$ cat src/rtl/chunked_seq_adder.sv
// chunked_seq_adder: multi-cycle adder/subtractor that processes CHUNK bits per clock,
// keeping the inter-chunk carry in a register. Operands enter through a valid/ready
// handshake, and results leave through a second valid/ready handshake.
// Optional build macro ADDER_SAT_EN: unsigned saturation of sum on completion
// (add with carry -> all ones, sub with borrow -> zero). carry_out/overflow stay raw.
// Ports:
//   clk, rst             clock, synchronous active-high reset
//   in_valid, in_ready   operand handshake
//   a, b, cin, sub       operands, carry-in (add only), subtract select
//   out_valid, out_ready result handshake
//   sum, carry_out       result and final carry (sub: 1 = no borrow)
//   overflow             two's-complement signed overflow
module chunked_seq_adder #(
    parameter int unsigned WIDTH = 16,
    parameter int unsigned CHUNK = 4
) (
    input  logic             clk,
    input  logic             rst,
    input  logic             in_valid,
    output logic             in_ready,
    input  logic [WIDTH-1:0] a,
    input  logic [WIDTH-1:0] b,
    input  logic             cin,
    input  logic             sub,
    output logic             out_valid,
    input  logic             out_ready,
    output logic [WIDTH-1:0] sum,
    output logic             carry_out,
    output logic             overflow
);

    localparam int unsigned NCH = WIDTH / CHUNK;
    localparam int unsigned CW  = (NCH > 1) ? $clog2(NCH) : 1;
    localparam logic [WIDTH-1:0] CMASK = WIDTH'({CHUNK{1'b1}});

    typedef enum logic [1:0] {IDLE, RUN, DONE} state_t;

    state_t            state;
    state_t            state_nxt;
    logic [CW-1:0]     cnt;
    logic              carry_reg;
    logic [WIDTH-1:0]  a_reg;
    logic [WIDTH-1:0]  b_reg;
`ifdef ADDER_SAT_EN
    logic              sub_reg;
`endif

    logic              xfer_c;
    logic              last_c;
    int unsigned       base_c;
    logic [CHUNK-1:0]  a_k_c;
    logic [CHUNK-1:0]  b_k_c;
    logic [CHUNK:0]    chunk_c;
    logic [WIDTH-1:0]  sum_raw_c;

    // Next-state logic
    always_comb begin
        state_nxt = state;
        xfer_c    = 1'b0;
        last_c    = (cnt == CW'(NCH - 1));
        case (state)
            IDLE: begin
                if (in_valid && in_ready) begin
                    xfer_c    = 1'b1;
                    state_nxt = RUN;
                end
            end
            RUN: begin
                if (last_c) begin
                    state_nxt = DONE;
                end
            end
            DONE: begin
                if (out_ready) begin
                    state_nxt = IDLE;
                end
            end
            default: state_nxt = IDLE;
        endcase
    end

    // One chunk of the add; shifts select the chunk so CHUNK == WIDTH needs no special case
    always_comb begin
        base_c    = 32'(cnt) * CHUNK;
        a_k_c     = CHUNK'(a_reg >> base_c);
        b_k_c     = CHUNK'(b_reg >> base_c);
        chunk_c   = {1'b0, a_k_c} + {1'b0, b_k_c} + {{CHUNK{1'b0}}, carry_reg};
        sum_raw_c = (sum & ~(CMASK << base_c)) | (WIDTH'(chunk_c[CHUNK-1:0]) << base_c);
    end

    // State register, datapath and registered handshake outputs
    always_ff @(posedge clk) begin
        if (rst) begin
            state     <= IDLE;
            cnt       <= '0;
            carry_reg <= 1'b0;
            a_reg     <= '0;
            b_reg     <= '0;
`ifdef ADDER_SAT_EN
            sub_reg   <= 1'b0;
`endif
            sum       <= '0;
            carry_out <= 1'b0;
            overflow  <= 1'b0;
            in_ready  <= 1'b0;
            out_valid <= 1'b0;
        end else begin
            state     <= state_nxt;
            in_ready  <= (state_nxt == IDLE);
            out_valid <= (state_nxt == DONE);
            if (xfer_c) begin
                a_reg     <= a;
                b_reg     <= sub ? ~b : b;
                carry_reg <= sub ? 1'b1 : cin;
`ifdef ADDER_SAT_EN
                sub_reg   <= sub;
`endif
                cnt       <= '0;
            end else if (state == RUN) begin
                sum       <= sum_raw_c;
                carry_reg <= chunk_c[CHUNK];
                cnt       <= cnt + CW'(1);
                if (last_c) begin
                    carry_out <= chunk_c[CHUNK];
                    // Operand signs agree but result sign differs
                    overflow  <= (a_reg[WIDTH-1] == b_reg[WIDTH-1]) &&
                                 (sum_raw_c[WIDTH-1] != a_reg[WIDTH-1]);
`ifdef ADDER_SAT_EN
                    if (!sub_reg && chunk_c[CHUNK]) begin
                        sum <= '1;
                    end else if (sub_reg && !chunk_c[CHUNK]) begin
                        sum <= '0;
                    end
`endif
                end
            end
        end
    end

endmodule

$ cat config.mk
export PLATFORM = sky130hd
export DESIGN_NAME = chunked_seq_adder
export DESIGN_NICKNAME = d
export VERILOG_FILES = /design/src/rtl/chunked_seq_adder.sv
export SDC_FILE = /design/constraint.sdc
export NUM_CORES = 1
export LEC_CHECK = 0
export ABC_AREA = 1
export BUFFER_PORTS_ARGS = -buffer_cell sky130_fd_sc_hd__buf_2
export CORE_MARGIN = 4
export CORE_UTILIZATION = 50
export DETAILED_ROUTE_END_ITERATION = 6
export PLACE_DENSITY = 0.74
export SLEW_MARGIN = 20
export SYNTH_ARGS = -nofsm -noshare
export SYNTH_HDL_FRONTEND = slang
export SYNTH_SLANG_ARGS = --single-unit
$ cat constraint.sdc
create_clock -name clk -period 2.64 [get_ports clk]
set_input_delay 0.396 -clock clk [delete_from_list [all_inputs] [get_ports clk]]
set_output_delay 0.396 -clock clk [all_outputs]
set_load 0.01 [all_outputs]
==> qor.yml <==
endpoint_kind: "flop"
area_delta_synth_final_pct: 18.2
postCtsSetupBuffers: 0
clk_pin_slew_worst_paths_ns: 0.06
drc: 0
cts_resized: 0
rrSetupSlack_ns: 0.28
synth_seq_area_share_pct: 43.0
hold_viol: 0
yosysTopAreaCell: "dfxtp_1"
clk_latency_ns: 0.33
skew_ns: 0.00503
num_rows: 26
crit_fanout: 11
rsz0062_at_grt: "no"
n_fill_cell: 501
n_antenna_cell: 0
ys_ff_latch: 57
cts_tree: "done"
dp_hpwl_um: 4250
synth_warnings: 0
routabilityCongestion: 0.887
grt_max_degree: 32
slew_headroom_pct: 68.1
grt_pass1_wl_um: 9740
ff2ff_path_depth: 9
drive_gt1_share_pct: 23.5
synthCells: 337
max_freq_mhz: 424
setup_viol: 0
routedWlPerCell_um: 12.2
core_area_mm2: 0.00514
fin_setup_tns_ns: 0
min_period_over_period_pct: 89.2
ioPinCount: 58
ff_latch_area_mm2: 0.00114
synth_area_leaders: "dfxtp_1 43%, nor2_1 9.5%, o21ai_0 7.9%"
path_class: "reg2reg"
required_ns: 2.84
drtPass1Iterations: 4
cp-startpoint: "cnt[1]"
finalMaxSlewViolations: 0
r2r_end: "sum[10]"
clock-sinks: 57
clock-root-buffer: "clkbuf_8"
floorplan.initialDensity_pct: 51.6
ant_nets: 0
final_nets: 440
numCtsBuffers: 9
final_util_pct: 61.0
critPathArrivalTime_ns: 2.56
dieArea_mm2: 0.00653
drtIter0Drc: 104
multiInputGateArea_mm2: 0.00134
clk_path_buf_depth: 2
drv_cap: 0
htree_levels: 3
antenna_found_initial: 0
hold_path.class: "in2reg"
worst_slew_pin_slew_ns: 0.478
yosysUniqueCellTypes: 32
die_y_um: 80.8
cts_hold_buf: 0
status: "finished, final reports clean"
numPortBuffers: 57
via_per_inst: 5.09
peakVddDrop_uv: 413
syn_area_per_cell_um2: 7.87
worstSetupEndpoint: "sum[10]"
power_density_mw_per_mm2: 620
cp-start-kind: "flop"
p_leak_nw: 1.36
grt_pass1_vias: 2183
synth_top_area_share_pct: 43.0
dieWidth_um: 80.8
detail_route.wirelength_um: 5670
period_minus_slack_ns: 2.36
vias: 2372
syn_nets: 384
timing.rr.start: "cnt[1]"
grt_use_total_pct: 19.4
synth_area_mm2: 0.00265
grt-ovfl-total: 0
-- critical path: stages (launching register included) --
cell	delay, ns
dfxtp_1	0.47
inv_2	0.17
o21ai_0	0.11
o22ai_1	0.11
fa_1	0.44
fa_1	0.43
xnor2_1	0.21
nor2_1	0.08
a22oi_1	0.15
nor2_1	0.05
-- where the power goes --
group	internal, W	switching (W)
sequential	0.000909	0.0000292
clock	0.000382	0.000305
combinational	0.000129	0.000187
total	0.00142	0.000521
-- per-stage QoR --
step                      hold slack, ns  cell area [um^2]  std cells  setup WS (ns)  total power [W]
after floorplan                    0.448              2650        337          0.237          0.00119
after global routing               0.303              3130        466         0.0623          0.00206
after detailed placement           0.451              2970        452          0.307          0.00128
after CTS                          0.300              3130        466          0.289          0.00196
final                              0.318              3130        466          0.284          0.00194
after global placement             0.446              2970        452          0.377          0.00127
-- cells in the final DEF, fill, tap and decap left out, types with 4 or more instances in the layout --
cell,Yosys,layout
nor2_1,67,67
dfxtp_1,57,57
buf_2,10,57
o21ai_0,42,42
nand2_1,42,42
xnor2_1,17,17
a21oi_1,16,16
nand3_1,13,13
clkbuf_8,0,11
inv_1,9,9
o22ai_1,8,8
a211oi_1,7,7
ha_1,7,7
buf_4,6,7
inv_2,5,5
a22oi_1,4,4
-- cell usage after synthesis (all sizes together) --
cell and n:
clkinv 1, nand4 2, nor2 71, o21ai 43, or2 1, xnor2 17
dfxtp 57, a211oi 7, nand2 44, clkbuf 3, buf 16, nor3 3
o22ai 8, o21a 2, inv 15, a22oi 4, nand3 14, ha 7
fa 2, a311oi 1, a21oi 18, o21bai 1
-- worst min path at each step --
stage               from   endpoint  slack, ns  cells past startpoint
6_report            a[0]   a_reg[0]       0.32                      3
4_1_cts             a[0]   a_reg[0]       0.30                      3
2_1_floorplan  b_reg[11]  b_reg[11]       0.45                      2
5_1_grt             a[0]   a_reg[0]       0.30                      3
3_3_place_gp     sum[12]    sum[12]       0.45                      2
3_5_place_dp     sum[12]    sum[12]       0.45                      2
-- kinds of logic after synthesis --
family,Yosys count,synth area share (%)
AOI/OAI and AO/OA,84,18.0
xor gates and xnor gates,17,5.62
adders and majority gates,9,4.81
buffers and inverters,35,6.37
DFF,57,43.0
and+or+nand+nor,135,22.2
-- routing by layer --
| layer | up-vias | track usage [%] | part of all wire [%] |
|---|---|---|---|
| met3 | 2 | 7.21 | 6.2 |
| met2 | 61 | 31.6 | 47 |
| li1 | 1233 | - | - |
| met4 | 0 | 6.76 | 0.41 |
| met5 | - | 0 | 0 |
| met1 | 1076 | 23.4 | 46 |
-- cell type report --
type	instances	area share (%)
Multi-Input combinational cell	245	42.8
Sequential cell	57	36.4
Timing Repair Buffer	64	10.8
Clock buffer	14	5.19
Tap cell	70	2.80
Inverter	16	2.00
(Power assumes the default switching activity.)
